--- config.mk ---
export PLATFORM = sky130hd
export DESIGN_NAME = uart_rx_fifo_wr
export DESIGN_NICKNAME = d
export VERILOG_FILES = /design/src/rtl/uart_rx_fifo_wr.sv
export SDC_FILE = /design/constraint.sdc
export NUM_CORES = 1
export LEC_CHECK = 0
export CAP_MARGIN = 20
export CORE_MARGIN = 2
export CORE_UTILIZATION = 25
export DETAILED_ROUTE_END_ITERATION = 7
export GPL_TIMING_DRIVEN = 0
export SLEW_MARGIN = 10
export SYNTH_ARGS = -nofsm -noshare
export SYNTH_HDL_FRONTEND = slang
export SYNTH_SLANG_ARGS = --single-unit
export TNS_END_PERCENT = 1
--- constraint.sdc ---
create_clock -name clk -period 2.5 [get_ports clk]
set_input_delay 0.375 -clock clk [delete_from_list [all_inputs] [get_ports clk]]
set_output_delay 0.375 -clock clk [all_outputs]
set_load 0.03 [all_outputs]
--- src/rtl/uart_rx_fifo_wr.sv ---
// uart_rx_fifo_wr: 8N1 serial receiver that pushes good bytes into a FIFO write port
// and reports framing errors and overruns as sticky flags.
module uart_rx_fifo_wr #(
    parameter int CLKS_PER_BIT = 16
) (
    input  logic       clk,
    input  logic       rst,
    input  logic       rx,
    input  logic       full,
    input  logic       clr_err,
    output logic       wr,
    output logic [7:0] din,
    output logic       frame_err,
    output logic       overrun,
    output logic       busy
);
    localparam int CW = $clog2(CLKS_PER_BIT);
    localparam logic [CW-1:0] HALF_LAST = CW'(CLKS_PER_BIT / 2 - 1);
    localparam logic [CW-1:0] BIT_LAST  = CW'(CLKS_PER_BIT - 1);

    typedef enum logic [2:0] {IDLE, START, DATA, STOP, WAIT_HI} state_t;

    state_t          state_q, state_d;
    logic [1:0]      sync_q, sync_d;
    logic [CW-1:0]   cnt_q, cnt_d;
    logic [2:0]      bit_q, bit_d;
    logic [7:0]      shift_q, shift_d;
    logic            wr_q, wr_d;
    logic [7:0]      din_q, din_d;
    logic            frame_err_q, frame_err_d;
    logic            overrun_q, overrun_d;
    logic            rx_s, sample, stop_ok, stop_bad;

    always_ff @(posedge clk or negedge rst) begin
        if (!rst) begin
            state_q     <= IDLE;
            sync_q      <= 2'b11;
            cnt_q       <= '0;
            bit_q       <= '0;
            shift_q     <= '0;
            wr_q        <= 1'b0;
            din_q       <= '0;
            frame_err_q <= 1'b0;
            overrun_q   <= 1'b0;
        end else begin
            state_q     <= state_d;
            sync_q      <= sync_d;
            cnt_q       <= cnt_d;
            bit_q       <= bit_d;
            shift_q     <= shift_d;
            wr_q        <= wr_d;
            din_q       <= din_d;
            frame_err_q <= frame_err_d;
            overrun_q   <= overrun_d;
        end
    end

    always_comb begin
        state_d = state_q;
        case (state_q)
            IDLE:    if (!rx_s) state_d = START;
            START:   if (sample) state_d = rx_s ? IDLE : DATA;
            DATA:    if (sample && bit_q == 3'd7) state_d = STOP;
            STOP:    if (sample) state_d = rx_s ? IDLE : WAIT_HI;
            WAIT_HI: if (rx_s) state_d = IDLE;
            default: state_d = IDLE;
        endcase
    end

    // Start bit is checked mid-bit; every later sample lands one full bit further on.
    always_comb begin
        rx_s        = sync_q[1];
        sync_d      = {sync_q[0], rx};
        sample      = (state_q == START) ? (cnt_q == HALF_LAST)
                                         : (state_q == DATA || state_q == STOP) && cnt_q == BIT_LAST;
        stop_ok     = state_q == STOP && sample && rx_s;
        stop_bad    = state_q == STOP && sample && !rx_s;
        cnt_d       = (state_q == IDLE || sample) ? '0 : cnt_q + 1'b1;
        bit_d       = (state_q == START) ? 3'd0 : (state_q == DATA && sample) ? bit_q + 3'd1 : bit_q;
        shift_d     = (state_q == DATA && sample) ? {rx_s, shift_q[7:1]} : shift_q;
        wr_d        = stop_ok && !full;
        din_d       = wr_d ? shift_q : din_q;
        overrun_d   = (stop_ok && full) || (overrun_q && !clr_err);
        frame_err_d = stop_bad || (frame_err_q && !clr_err);
    end

    assign wr        = wr_q;
    assign din       = din_q;
    assign frame_err = frame_err_q;
    assign overrun   = overrun_q;
    assign busy      = state_q != IDLE;
endmodule

==> impl_metrics.json, run 1 <==
{
  "floorplan.initialDensity_pct": 25.9,
  "global_placement_routability_congestion": 0.732,
  "route.detailed.wl_per_inst_um": 11.4,
  "drcViolationCount": 0,
  "p_leak_nw": 0.805,
  "vias": 779,
  "fin_nets": 126,
  "hpwlAfterDp_mm": 1.49,
  "timing.reg2reg.worst_path_depth": 5,
  "ir_drop_v": 0.000397,
  "postLayoutCoreUtil_pct": 32.6,
  "detail_route.first_pass.iterations": 4,
  "dp_slack_ns": 0.560,
  "cts_tree": "yes",
  "synth-edff-count": 0,
  "fmax_mhz": 443,
  "flip_flop_and_latch_count_after_synthesis": 31,
  "netlist_top_cells_area": "sky130_fd_sc_hd__dfrtp_1, sky130_fd_sc_hd__mux2_4, sky130_fd_sc_hd__mux2_2, sky130_fd_sc_hd__dfstp_2, sky130_fd_sc_hd__ha_1",
  "wirelength_mm": 2.16,
  "endpoint_type_of_the_worst_setup_path": "primary output",
  "clock_tree.buffer_depth": 2,
  "num_antenna_cells": 0,
  "power_density_of_the_placed_cells_nw_per_um2": 779,
  "grt_pass1_wl_mm": 3.86,
  "timing.hold.worst.class": "in2async",
  "avgSynthCellArea_sq_um": 13.8,
  "use_met3_pct": 3.55,
  "drv_slew": 0,
  "grt_start_max_net_pins": 32,
  "rr_endpoint": "shift_q[7]",
  "status": "complete, no violations",
  "clock_tree.htree_level_count": 2,
  "finalSetupViolCount": 0,
  "post-route-period-util_pct": 90.3,
  "track_usage_pct": 8.26,
  "die_height_um": 76.5,
  "netlist-cell-type-count": 28,
  "postLayoutSetupSlackWorst_ns": 0.242,
  "max_slew_margin_pct": 54.3,
  "io_buffers": 16,
  "syn2layout_area_growth_pct": 26.1,
  "grt-busiest-layer": "met2",
  "worst_clock_skew_ns": 0.00514,
  "drive_above_1_share_pct": 28.6,
  "finalWorstPathRequiredPeriod_ns": 2.26,
  "timing_worst_slew_pin_value_ns": 0.686,
  "proportion_of_synthesized_chip_area_in_sequential_cells_pct": 59.2,
  "post_cts_resized": 0,
  "cap_viol_max_count": 0,
  "synthFlopType": "sky130_fd_sc_hd__dfrtp_1",
  "regToRegSetupSlack_ns": 0.71,
  "final_antenna_net_count": 0,
  "placement_rows": 26,
  "first_global_vias": 838,
  "share_of_the_synthesized_area_in_the_top_cell_type_pct": 55.2,
  "clock_sink_count": 31,
  "worstReg2RegStart": "cnt_q[0]",
  "worst_skew_pair.late_latency_ns": 0.27,
  "global_route.usage.met2_pct": 12.3,
  "synthesis.instances": 95,
  "hold_violations": 0,
  "dieArea_sq_um": 5850,
  "final.setup.tns_ns": 0,
  "rsz0062_at_grt": "no",
  "synth_top_cells_by_count": "sky130_fd_sc_hd__dfrtp_1, sky130_fd_sc_hd__mux2_2, sky130_fd_sc_hd__nand2_1, sky130_fd_sc_hd__mux2_4, sky130_fd_sc_hd__inv_1",
  "synth.most_common_cell": "sky130_fd_sc_hd__dfrtp_1",
  "grt-ovfl-total": 0,
  "drt_first_iter_violations": 53,
  "layout.filler_cells": 530,
  "crit_required_ns": 2.12,
  "cts_inserted_buffers": 5,
  "timing_worst_setup_path_type": "reg2out",
  "post_cts_hold_buffer_count": 0,
  "io_pins": 17,
  "worstSetupStartpointType": "flop",
  "synth_largest_area_cell": "sky130_fd_sc_hd__dfrtp_1",
  "gr-usage-met1_pct": 10.5,
  "mappedNetlistNets": 103,
  "die_w_um": 76.5,
  "critical_path.max_fanout": 7,
  "antenna_found_initial": 0,
  "route.detailed.vias_per_inst": 4.12,
  "ys_async_sr_fraction_pct": 100,
  "syn_std_cell_area_sq_um": 1310,
  "cts.reportedPaths.clkPinSlew_ns": 0.06,
  "yosysWarningCount": 0,
  "post_cts.repair.setup_buffers": 0,
  "cell_at_the_root_of_the_clock_tree": "sky130_fd_sc_hd__clkbuf_8",
  "core_area_sq_um": 5070,
  "crit_arrival_ns": 1.88
}
[kinds of logic (layout without fill, tap and decap cells)]
| group | count (synthesis) | after routing | synth area share, % |
|---|---|---|---|
| AO/OA/AOI/OAI | 8 | 8 | 4.19 |
| XOR/XNOR | 3 | 3 | 2.00 |
| adder cells (fa/ha/maj) | 3 | 3 | 2.86 |
| buffers and inverters | 8 | 32 | 3.43 |
| flip-flops | 31 | 31 | 59.2 |
| multiplexers | 19 | 19 | 18.0 |
| AND/OR/NAND/NOR | 23 | 23 | 10.3 |
[cell usage in the layout (no fill, tap or decap), drive strengths merged, types with 3 or more instances in the layout]
| cell type | netlist | final |
|---|---|---|
| buf | 2 | 3 |
| clkbuf | 0 | 8 |
| clkdlybuf4s50 | 0 | 15 |
| dfrtp | 29 | 29 |
| ha | 3 | 3 |
| inv | 6 | 6 |
| mux2 | 16 | 16 |
| mux2i | 3 | 3 |
| nand2 | 8 | 8 |
| nor2 | 4 | 4 |
[area by class of cell]
| cell class | count | area (sq um) | share of cell area (%) |
|---|---|---|---|
| timing repair buffer | 16 | 155 | 9.37 |
| clock buffer | 8 | 100 | 6.04 |
| multi-input combinational | 56 | 490 | 29.6 |
| sequential | 31 | 778 | 47.0 |
| buffer | 2 | 22.5 | 1.36 |
| inverter | 6 | 22.5 | 1.36 |
| tap | 70 | 87.6 | 5.29 |
[power by group]
part	switching [W]	internal [W]	total, W
clock	0.000168	0.000251	0.000419
combinational	0.000131	0.000126	0.000257
sequential	0.0000561	0.000558	0.000614
total	0.000356	0.000935	0.00129
[flip-flops by register name, indices dropped and copies added (netlist names)]
signal and count:
bit_q 3, cnt_q 4, din 8, frame_err 1
overrun 1, shift_q 8, state_q 3, sync_q 2
wr 1
[worst max path at each step]
stage / from / to / slack (ns) / depth (start not counted)
after floorplan: cnt_q[0] / shift_q[1] / 0.87 / 5
after global placement: rst / din[1] / 0.55 / 1
after detailed placement: state_q[2] / busy / 0.56 / 2
after CTS: state_q[2] / busy / 0.25 / 2
after global routing: state_q[2] / busy / 0.20 / 2
final: state_q[2] / busy / 0.24 / 2
[metal layers]
metal	share of wire [%]	vias up
li1	-	372
met1	47	384
met2	48	21
met3	5.0	2
met4	0.56	0
met5	0	-
[critical path, cell delays in order, from the launching register on]
cell and delay (ns):
sky130_fd_sc_hd__dfrtp_1 0.47, sky130_fd_sc_hd__or3_2 0.53, sky130_fd_sc_hd__clkdlybuf4s50_1 0.61
[through the flow]
step,cell area (sq um),hold WS (ns),power [W],std cells
after global routing,1660,0.201,0.00138,189
after detailed placement,1560,0.347,0.000880,181
after global placement,1560,0.346,0.000862,181
after CTS,1660,0.171,0.00131,189
final,1660,0.139,0.00129,189
after floorplan,1310,0.0794,0.000806,95
Note: power is estimated with default switching activity, not from simulation.
==> inputs of run 2 (changes only) <==
PLACE_DENSITY_LB_ADDON = 0.25   (was unset)
==> impl_metrics.json, run 2 (same netlist as run 1, synthesis figures left out) <==
{
  "first_global_vias": 801,
  "clock_tree.buffer_depth": 2,
  "global_placement_routability_congestion": 0.753,
  "post_cts_hold_buffer_count": 0,
  "status": "complete, no violations",
  "num_antenna_cells": 0,
  "timing.reg2reg.worst_path_depth": 5,
  "crit_required_ns": 2.12,
  "crit_path_cell_trace": "or3_2 -> clkdlybuf4s50_1",
  "final-seq-area_sq_um": 778,
  "endpoint_type_of_the_worst_setup_path": "primary output",
  "grt_start_max_net_pins": 32,
  "clock_sink_count": 31,
  "timing_worst_setup_path_type": "reg2out",
  "drt_first_iter_violations": 47,
  "hpwlAfterDp_mm": 1.51,
  "cp_peak_stage_delay_ns": 0.61,
  "ir_drop_v": 0.000490,
  "dp_slack_ns": 0.546,
  "route.detailed.vias_per_inst": 4.16,
  "timing.hold.worst.class": "in2async",
  "antenna_found_initial": 0,
  "io_pins": 17,
  "grt_pass1_wl_mm": 3.75,
  "cts.reportedPaths.clkPinSlew_ns": 0.07,
  "route.detailed.wl_per_inst_um": 11.3,
  "power_density_of_the_placed_cells_nw_per_um2": 822,
  "io_buffers": 16,
  "drive_above_1_share_pct": 29.4,
  "p_leak_nw": 0.815,
  "dieArea_sq_um": 5850,
  "die_height_um": 76.5,
  "grt-ovfl-total": 0,
  "layout.filler_cells": 534,
  "syn2layout_area_growth_pct": 27.4,
  "rsz0062_at_grt": "no",
  "post_cts_resized": 0,
  "cell_at_the_root_of_the_clock_tree": "sky130_fd_sc_hd__clkbuf_8",
  "layout.cells.most_common": "sky130_fd_sc_hd__dfrtp_1",
  "max_slew_margin_pct": 54.9,
  "postLayoutCoreUtil_pct": 33.0,
  "worst_clock_skew_ns": 0.00439,
  "cts_inserted_buffers": 5,
  "critPathSlowestCell": "sky130_fd_sc_hd__clkdlybuf4s50_1",
  "finalSetupViolCount": 0,
  "rr_endpoint": "shift_q[6]",
  "wirelength_mm": 2.14,
  "fmax_mhz": 445,
  "post_cts.repair.setup_buffers": 0,
  "finalWorstPathRequiredPeriod_ns": 2.25,
  "placement_rows": 26,
  "worstReg2RegStart": "cnt_q[0]",
  "postLayoutSetupSlackWorst_ns": 0.254,
  "crit_arrival_ns": 1.87,
  "timing_worst_slew_pin_value_ns": 0.676,
  "die_w_um": 76.5,
  "final_antenna_net_count": 0,
  "number_of_placed_cells_counting_well_taps": 181,
  "cts_tree": "yes",
  "worst_case_hold_slack_ns": 0.127,
  "hold_violations": 0,
  "post-route-period-util_pct": 89.9,
  "worst_skew_pair.late_latency_ns": 0.27,
  "worstSetupStartpointType": "flop",
  "drv_slew": 0,
  "fin_nets": 126,
  "track_usage_pct": 8.11,
  "clock_tree.htree_level_count": 2,
  "vias": 786,
  "critical_path.max_fanout": 7,
  "floorplan.initialDensity_pct": 25.9,
  "layout_common_cells": "sky130_fd_sc_hd__dfrtp_1, sky130_fd_sc_hd__clkdlybuf4s50_1, sky130_fd_sc_hd__mux2_2",
  "multi_input_area_sq_um": 490,
  "drcViolationCount": 0,
  "post_layout_nonfiller_instances": 189,
  "regToRegSetupSlack_ns": 0.73,
  "final.setup.tns_ns": 0,
  "core_area_sq_um": 5070,
  "detail_route.first_pass.iterations": 2,
  "cap_viol_max_count": 0
}
## run 2: cell count changes in the layout (fill, tap and decap cells not counted), sizes merged
cell	previous run	this run
clkbuf	8	6
bufinv	0	1
clkinv	0	1
## run 2: critical path, delay by kind of cell, from the launching register on
family,cells,cell delay (ns)
buffers and inverters,1,0.61
and+or+nand+nor,1,0.52
DFF,1,0.47
## run 2: area by class of cell
type	instances	share of cell area [%]
Inverter	6	1.35
Timing Repair Buffer	16	9.27
Buffer	2	1.35
Tap cell	70	5.23
Clock buffer	6	4.93
Multi-Input combinational cell	56	29.3
Sequential cell	31	46.5
Clock inverter	2	2.09
## run 2: stage by stage
step / area [sq um] / power, W
global route: 1670 / 0.00145
global placement: 1560 / 0.000873
CTS: 1670 / 0.00139
finish: 1670 / 0.00138
floorplan: 1310 / 0.000806
detailed placement: 1560 / 0.000879
## run 2: worst max-delay path by stage
stage,startpoint,end,slack (ns),depth (start not counted)
2_1_floorplan,cnt_q[0],shift_q[1],0.87,5
3_3_place_gp,rst,state_q[2],0.50,1
3_5_place_dp,state_q[2],busy,0.55,2
4_1_cts,state_q[2],busy,0.24,2
5_1_grt,state_q[2],busy,0.19,2
6_report,state_q[2],busy,0.25,2
## run 2: per-layer routing
| layer | wire (um) | up-vias | global-route usage (%) |
|---|---|---|---|
| met5 | 0 | - | 0 |
| met2 | 1010 | 15 | 12.3 |
| li1 | - | 373 | - |
| met4 | 6 | 0 | 2.73 |
| met3 | 128 | 2 | 3.79 |
| met1 | 993 | 396 | 10.2 |
## run 2: power by group
group,switching [W],total (W),internal [W],leakage [nW]
logic,0.000132,0.000259,0.000126,0.339
registers,0.0000549,0.000612,0.000558,0.415
clock network,0.000183,0.000506,0.000322,0.0612
total,0.000371,0.00138,0.00101,0.815
